===== src/rtl/multdiv_unit.sv =====
// multdiv_unit: multicycle signed/unsigned multiply, multiply-accumulate and restoring divide unit with flush.
module multdiv_unit #(
  parameter int WIDTH   = 32,
  parameter int MUL_LAT = 3
) (
  input  logic             clk,
  input  logic             reset,
  input  logic             start,
  input  logic [2:0]       op,
  input  logic [WIDTH-1:0] a,
  input  logic [WIDTH-1:0] b,
  input  logic [WIDTH-1:0] hi_in,
  input  logic [WIDTH-1:0] lo_in,
  input  logic             flush,
  output logic             busy,
  output logic             ok,
  output logic [WIDTH-1:0] hi,
  output logic [WIDTH-1:0] lo
);
  localparam int CW = $clog2(WIDTH + MUL_LAT + 2);
  typedef enum logic [1:0] {IDLE, MUL, DIV} state_t;
  state_t st_q, st_d;
  logic [CW-1:0] cnt_q, cnt_d;
  logic [2:0] op_q, op_d;
  logic [WIDTH-1:0] a_q, a_d, b_q, b_d, hin_q, hin_d, lin_q, lin_d;
  logic [WIDTH-1:0] rem_q, rem_d, quo_q, quo_d, dvs_q, dvs_d, hi_q, hi_d, lo_q, lo_d;
  logic busy_q, busy_d, ok_q, ok_d;
  logic idle, m_sgn, d_sgn, ge;
  logic [2:0] m_op;
  logic [WIDTH-1:0] m_a, m_b, abs_a, abs_b, nrem, nquo, q_fin, r_fin;
  logic [2*WIDTH-1:0] ext_a, ext_b, prod, acc, mres;
  logic [WIDTH:0] r_sh, diff;
  always_comb begin
    idle  = st_q == IDLE;
    // in IDLE the multiplier works straight from the ports so MUL_LAT==1 can finish on the accept edge
    m_op  = idle ? op : op_q;
    m_a   = idle ? a : a_q;
    m_b   = idle ? b : b_q;
    m_sgn = ~m_op[0];
    ext_a = {{WIDTH{m_sgn & m_a[WIDTH-1]}}, m_a};
    ext_b = {{WIDTH{m_sgn & m_b[WIDTH-1]}}, m_b};
    prod  = ext_a * ext_b;
    acc   = idle ? {hi_in, lo_in} : {hin_q, lin_q};
    mres  = ~m_op[2] ? prod : m_op[1] ? acc - prod : acc + prod;
    d_sgn = ~op_q[0];
    abs_a = d_sgn & a_q[WIDTH-1] ? -a_q : a_q;
    abs_b = d_sgn & b_q[WIDTH-1] ? -b_q : b_q;
    r_sh  = {rem_q, quo_q[WIDTH-1]};
    diff  = r_sh - {1'b0, dvs_q};
    ge    = ~diff[WIDTH];
    nrem  = ge ? diff[WIDTH-1:0] : r_sh[WIDTH-1:0];
    nquo  = {quo_q[WIDTH-2:0], ge};
    q_fin = b_q == '0 ? '1 : d_sgn & (a_q[WIDTH-1] ^ b_q[WIDTH-1]) ? -nquo : nquo;
    r_fin = b_q == '0 ? a_q : d_sgn & a_q[WIDTH-1] ? -nrem : nrem;
    st_d  = st_q;
    cnt_d = cnt_q;
    op_d  = op_q;
    a_d   = a_q;
    b_d   = b_q;
    hin_d = hin_q;
    lin_d = lin_q;
    rem_d = rem_q;
    quo_d = quo_q;
    dvs_d = dvs_q;
    hi_d  = hi_q;
    lo_d  = lo_q;
    ok_d  = 1'b0;
    if (flush) st_d = IDLE;
    else case (st_q)
      IDLE: if (start) begin
        op_d  = op;
        a_d   = a;
        b_d   = b;
        hin_d = hi_in;
        lin_d = lo_in;
        cnt_d = CW'(1);
        if (op[2:1] == 2'b01) st_d = DIV;
        else if (MUL_LAT == 1) begin
          ok_d = 1'b1;
          {hi_d, lo_d} = mres;
        end else st_d = MUL;
      end
      MUL: if (cnt_q == CW'(MUL_LAT - 1)) begin
        st_d = IDLE;
        ok_d = 1'b1;
        {hi_d, lo_d} = mres;
      end else cnt_d = cnt_q + 1'b1;
      DIV: begin
        cnt_d = cnt_q + 1'b1;
        if (cnt_q == CW'(1)) begin
          rem_d = '0;
          quo_d = abs_a;
          dvs_d = abs_b;
        end else if (cnt_q == CW'(WIDTH + 1)) begin
          st_d = IDLE;
          ok_d = 1'b1;
          hi_d = r_fin;
          lo_d = q_fin;
        end else begin
          rem_d = nrem;
          quo_d = nquo;
        end
      end
      default: st_d = IDLE;
    endcase
    busy_d = st_d != IDLE;
  end
  always_ff @(posedge clk or posedge reset) begin
    if (reset) begin
      st_q   <= IDLE;
      cnt_q  <= '0;
      op_q   <= '0;
      a_q    <= '0;
      b_q    <= '0;
      hin_q  <= '0;
      lin_q  <= '0;
      rem_q  <= '0;
      quo_q  <= '0;
      dvs_q  <= '0;
      hi_q   <= '0;
      lo_q   <= '0;
      busy_q <= 1'b0;
      ok_q   <= 1'b0;
    end else begin
      st_q   <= st_d;
      cnt_q  <= cnt_d;
      op_q   <= op_d;
      a_q    <= a_d;
      b_q    <= b_d;
      hin_q  <= hin_d;
      lin_q  <= lin_d;
      rem_q  <= rem_d;
      quo_q  <= quo_d;
      dvs_q  <= dvs_d;
      hi_q   <= hi_d;
      lo_q   <= lo_d;
      busy_q <= busy_d;
      ok_q   <= ok_d;
    end
  end
  assign busy = busy_q;
  assign ok   = ok_q;
  assign hi   = hi_q;
  assign lo   = lo_q;
endmodule


===== config.mk =====
export PLATFORM = sky130hd
export DESIGN_NAME = multdiv_unit
export DESIGN_NICKNAME = d
export VERILOG_FILES = /design/src/rtl/multdiv_unit.sv
export SDC_FILE = /design/constraint.sdc
export NUM_CORES = 2
export LEC_CHECK = 0
export CORE_MARGIN = 2
export CORE_UTILIZATION = 35
export DETAILED_ROUTE_END_ITERATION = 12
export GPL_ROUTABILITY_DRIVEN = 0
export SLEW_MARGIN = 20
export SYNTH_ARGS = -nofsm -noshare
export SYNTH_HDL_FRONTEND = slang
export SYNTH_SLANG_ARGS = --single-unit

===== constraint.sdc =====
create_clock -name clk -period 18.1 [get_ports clk]
set_input_delay 1.81 -clock clk [delete_from_list [all_inputs] [get_ports clk]]
set_output_delay 1.81 -clock clk [all_outputs]
set_load 0.01 [all_outputs]

# Yosys cells after proc, flatten, opt, wreduce, memory -nomap -nowiden

Index checks and enable logic that the tools add are counted.

Register bits: 301
Bits in latches: 0
RAM bits: 0
Bits in read-only memories: 0
Output and inout port bits: 66
Memories kept: 0

Add/sub/neg operators: 8
Multipliers: 1
Divide/modulo/power cells: 0
Magnitude comparators: 0
Eq/ne operators: 12
Shifts and indexed selects: 0
Muxes and demuxes: 40
Bitwise operators: 10
Reductions and logical operators: 10

Operators with widths:

| kind                  | count |
|---|---|
| $mux W32              | 19 |
| $mux W64              | 3 |
| $neg A32 Y32          | 4 |
| $pmux W32 S2          | 2 |
| $add A64 B64 Y64      | 1 |
| $mul A33 B33 Y64      | 1 |
| $sub A64 B64 Y64      | 1 |
| $sub A33 B32 Y33      | 1 |
| $logic_not A32 Y1     | 1 |
| $pmux W6 S3           | 1 |
| $mux W2               | 6 |
| $mux W6               | 2 |
| $ne A2 B2 Y1 const B  | 6 |
| $reduce_and A3 Y1     | 3 |
| $add A6 B1 Y6 const B | 1 |
| $eq A6 B1 Y1 const B  | 1 |
| $eq A6 B2 Y1 const B  | 1 |
| $eq A6 B6 Y1 const B  | 1 |
| $pmux W2 S3           | 1 |
| $and A1 B1 Y1         | 5 |
| $reduce_and A5 Y1     | 1 |
| $eq A2 B1 Y1 const B  | 2 |
| $mux W1               | 4 |
| $not A1 Y1            | 4 |
| 8 further kinds       | 9 |

# Depth between registers and ports, before layout

Depth after elaboration: 10
Depth in mapped cells: 54
Mapped depth without buffers: 49

# Least setup slack after synthesis

OpenSTA, ideal clock, no wires.

Path type: reg-to-reg
From: register st_q[0]
To: register hi_q[17], in the netlist hi[17]
Arrival time: 12.450 ns
Data required time: 18.036 ns
Slack: 5.585 ns
Cell stages (with the launch flop): 49
Cell sequence: dfrtp_1 -> inv_1 -> ha_1 -> clkbuf_1 -> clkbuf_1 -> buf_1 -> clkbuf_1 -> mux2i_1 -> nor2_1 -> fa_1 -> inv_1 -> fa_1 -> inv_1 -> fa_1 -> inv_1 -> fa_1 -> fa_1 -> inv_1 -> [13 not listed] -> or4_1 -> o31ai_1 -> xor2_1 -> ha_1 -> a21oi_1 -> o21bai_1 -> a21o_1 -> a21o_1 -> a211o_1 -> a311oi_1 -> nand2_1 -> nand3_1 -> a21boi_0 -> o21a_1 -> o21a_1 -> or3_1 -> a221oi_1 -> a21o_1

Cells in the longest elaborated chain, start to end: 10
Elaborated cells on any way between the ends: 22
Classes of those cells: add/sub: 2; mul: 1; eq/ne: 5; mux: 8; bitwise: 3; reduce/logical: 3

Ends and longest elaborated chain:

| what                                                        | line   | RTL |
|---|---|---|
| start, declared                                             | 22     | `state_t st_q, st_d;` |
| start signal, assigned                                      | 125    | `st_q <= st_d;` |
| $logic_not A2 Y1                                            | 34     | `idle = st_q == IDLE;` |
| $mux W3                                                     | 36     | `m_op = idle ? op : op_q;` |
| $not A1 Y1                                                  | 39     | `m_sgn = ~m_op[0];` |
| $and A1 B1 Y1 (on tied branches)                            | 40, 41 |  |
| $mul A33 B33 Y64                                            | 42     | `prod = ext_a * ext_b;` |
| $add A64 B64 Y64 / $sub A64 B64 Y64 (equally long branches) | 44     | `mres = ~m_op[2] ? prod : m_op[1] ? acc - prod : acc + prod;` |
| $mux W64 (2 in series)                                      | 44     |  |
| $mux W32                                                    | 83     | `MUL: if (cnt_q == CW'(MUL_LAT - 1)) begin` |
| $pmux W32 S2                                                | 69     | `else case (st_q)` |
| end signal, assigned                                        | 135    | `hi_q <= hi_d;` |
| end, declared                                               | 26     | `logic [WIDTH-1:0] rem_q, rem_d, quo_q, quo_d, dvs_q, dvs_d, hi_q, hi_d, lo_q, lo_d;` |

Parallel ways exist; a longest one is shown, timed or not. The select of a mux whose other input is x is not followed.
A chain may end at the register's enable or synchronous reset.

# Worst setup path after layout

From: input port op[0]
To: register hi_q[31], in the netlist hi[31]

Cells in the longest elaborated chain, start to end: 9
Elaborated cells on any way between the ends: 11
Classes of those cells: add/sub: 2; mul: 1; mux: 5; bitwise: 3

Ends and longest elaborated chain:

| what                                                        | line   | RTL |
|---|---|---|
| start, declared                                             | 9      | `input logic [2:0] op,` |
| $mux W3 (*)                                                 | 36     |  |
| $not A1 Y1 (*)                                              | 39     |  |
| $and A1 B1 Y1 (on tied branches)                            | 40, 41 |  |
| $mul A33 B33 Y64 (*)                                        | 42     |  |
| $add A64 B64 Y64 / $sub A64 B64 Y64 (equally long branches) | 44     |  |
| $mux W64                                                    | 44     |  |
| $mux W64 (*)                                                | 44     |  |
| $mux W32 (*)                                                | 83     |  |
| $pmux W32 S2 (*)                                            | 69     |  |

Mark *: on every way between the ends. The rest lies on a longest branch, timed or not. The select of a mux whose other input is x is not followed.

==> results by group <==
Run status
  • Status: finished clean

Place
  • Post-Place Cells: 9469
  • Post-place instance area: 0.06694 sq mm
  • Detailed Place HPWL: 182100 um
  • Port buffer count: 200

Synth
  • Post-synth cell types: 103
  • Post-synth ARST share: 1.000
  • Yosys Warn Count: 0
  • Largest family of logic cells by synthesized area: adder cells
  • Post-Syn Nets: 8750
  • Post-Synth Simple-Gate Area: 0.1465
  • Post-synthesis adder-cell area fraction: 0.4265
  • Synth Flop Type: dfrtp_1
  • Mux cell area share after synthesis: 0.05966
  • Area of the mapped netlist: 0.06229 sq mm
  • Synthesized area per cell: 8.690 sq um
  • Register area share after synthesis: 0.1209
  • Synthesis-stage register bit count: 301
  • EDFF count, synth: 0
  • Post-synthesis compound-gate area fraction: 0.1065
  • Xor-xnor portion of the synthesized cell area: 0.04676
  • Syn Inst Count: 7168

Drt
  • Met1 WL: 90250 um
  • Met2 wire len: 104300 um
  • Met3 WL: 22560 um
  • Via count: 52409
  • Detailed Route Iter0 Violations: 4798
  • DR top layer: met5
  • DR DRC count: 0
  • ANT nets after route: 0
  • Routed length per placed instance: 24.10 um
  • Final WL: 229900 um
  • First drt pass iteration count: 6
  • Number of vias per cell: 5.494

Clock network
  • # hold bufs at CTS: 0
  • CTS tree: yes
  • Post-CTS Resized: 0
  • Post-CTS Setup Bufs: 0
  • Clock transition at path regs: 0.06 ns
  • Max H-tree Level: 2
  • CTS buffer count: 38
  • Root buf cell: clkbuf_16
  • TritonCTS Sinks: 301
  • Worst-skew pair later-pin latency: 0.59 ns
  • CTS max path bufs: 3

Timing
  • Min cycle time layout: 14.40 ns
  • Max-slew violations: 0
  • Final TNS setup: 0 ns
  • Final setup viols: 0
  • Highest achievable clock rate: 69.42 MHz
  • Final Hold Vio Count: 0
  • Hold_ws: 0.4756 ns
  • Slew margin rel.: 0.05566
  • Worst-margin pin slew: 1.417 ns
  • Setup Skew: 0.02589 ns
  • Final worst path period share: 0.7958
  • RSZ-0062 raised after global routing: false

Finish
  • Fin cells: 9539
  • Commonest non-fill, non-tap cell in the layout: inv_1
  • Most frequent cells in the layout: inv_1, fa_1, nand2_1, nor2_1, a21oi_1
  • Post-route cell area: 0.06831 sq mm
  • Share of layout cells above drive strength 1: 0.07336
  • Layout Nets: 8751
  • Area grow syn2layout: 9.670%

Floorplan
  • Die Wd: 425.9 um
  • Die ar.: 0.1814 sq mm
  • Starting Density: 0.3529
  • Row count: 154
  • Core Box Area: 0.1765 sq mm
  • Die Y: 425.9 um
  • IO Count: 201

Setup path
  • Worst Reg2Reg Path Length in Cells: 43
  • Max stage delay on crit path: 0.71 ns
  • Worst setup EP type: flop
  • Reg2reg start: st_q[0]
  • Critical Path AT: 14.92 ns
  • Most frequent CP cell: fa_1
  • Reg-to-reg setup timing slack: 3.75 ns
  • Crit Path Class: primary input to flop
  • Crit Reg-Reg Endpoint: hi[31]
  • CP required: 18.61 ns
  • Crit path launch type: primary input
  • Crit Path Max Fanout: 14
  • Slowest cell on crit path: fa_1

Global route
  • Number of global-route vias before repair: 53730
  • First-pass GRT wire length: 342800 um
  • Largest net degree at the start of global routing: 132
  • All-Layer GR Usage: 0.2523
  • Initial antenna violation count: 7
  • GR Overflow Total: 0

Worst hold path
  • Min-delay worst type: flop to flop
  • Worst hold stages: 2
  • End of the worst hold path: hi[10]
  • Hold wc startpoint: hi[10]

Run
  • Max Cap Violations: 0
logic make-up after synthesis:
kind of cell	Yosys count
buffers and inverters	1541
xor gates and xnor gates	331
muxes	339
adders and majority gates	1447
and+or+nand+nor	2136
DFF	301
AOI/OAI and AO/OA	1073
synthesized netlist by cell type, drive strengths merged (39+ instances only):
master | number | area, sq um
ha | 320 | 4004
mux2i | 81 | 810.8
xor2 | 136 | 1191
o21ai | 319 | 1608
clkbuf | 301 | 1130
nand3 | 61 | 310.3
inv | 1186 | 4452
a21o | 64 | 480.5
nor2 | 666 | 2507
fa | 1127 | 22560
xnor2 | 194 | 1699
a31oi | 39 | 259.0
nand2 | 1043 | 3915
nor3 | 70 | 360.3
buf | 52 | 216.5
o211ai | 45 | 337.8
o21a | 43 | 324.1
a21oi | 325 | 1634
o31ai | 39 | 311.5
dfrtp | 301 | 7532
mux2 | 258 | 2905
metrics by stage:
stage | utilization | worst slack (ns)
2_1_floorplan | - | 5.585
3_3_place_gp | 0.3793 | 3.469
3_5_place_dp | 0.3793 | 3.337
4_1_cts | 0.3870 | 3.854
5_1_grt | 0.3871 | 2.986
6_report | 0.3871 | 3.696
state kept, by name, summed over array words and instances, names as in the netlist:
register,cells
hin_q,32
rem_q,32
st_q,2
lo,32
quo_q,32
cnt_q,6
dvs_q,32
busy,1
a_q,32
lin_q,32
hi,32
op_q,3
b_q,32
ok,1
critical path: cells and delay by family:
kind	cells	cell delay, ns
simple gates	8	2.85
mux	1	0.69
compound gates	13	2.42
xor+xnor	3	0.66
buf+inv	5	1.13
fa+ha+maj	10	5.33
worst max path at each step:
stage / end / startpoint / cells past startpoint / slack (ns)
2_1_floorplan: hi[17] / st_q[0] / 48 / 5.59
3_3_place_gp: hi[31] / op[0] / 40 / 3.47
3_5_place_dp: hi[31] / op[0] / 40 / 3.34
4_1_cts: hi[31] / st_q[0] / 43 / 3.85
5_1_grt: hi[31] / op[0] / 40 / 2.99
6_report: hi[31] / op[0] / 40 / 3.70
per-layer routing:
layer,up-vias,global-route usage
li1,22702,-
met1,26478,0.3228
met2,2671,0.4062
met3,556,0.05621
met4,2,0.1156
met5,-,0
cell type report:
class | instances | area (sq um)
inverter | 1188 | 4467
antenna | 2 | 5.005
clock buffer | 44 | 1025
clock inverter | 24 | 334.1
multi-input combinational | 5326 | 49150
tap | 2340 | 2928
fill | 17808 | 108200
timing repair buffer | 314 | 2874
sequential | 301 | 7532
Power is left out: the tool's default activity adds up to more than one toggle a clock period on the data nets, which glitch-free logic cannot reach.
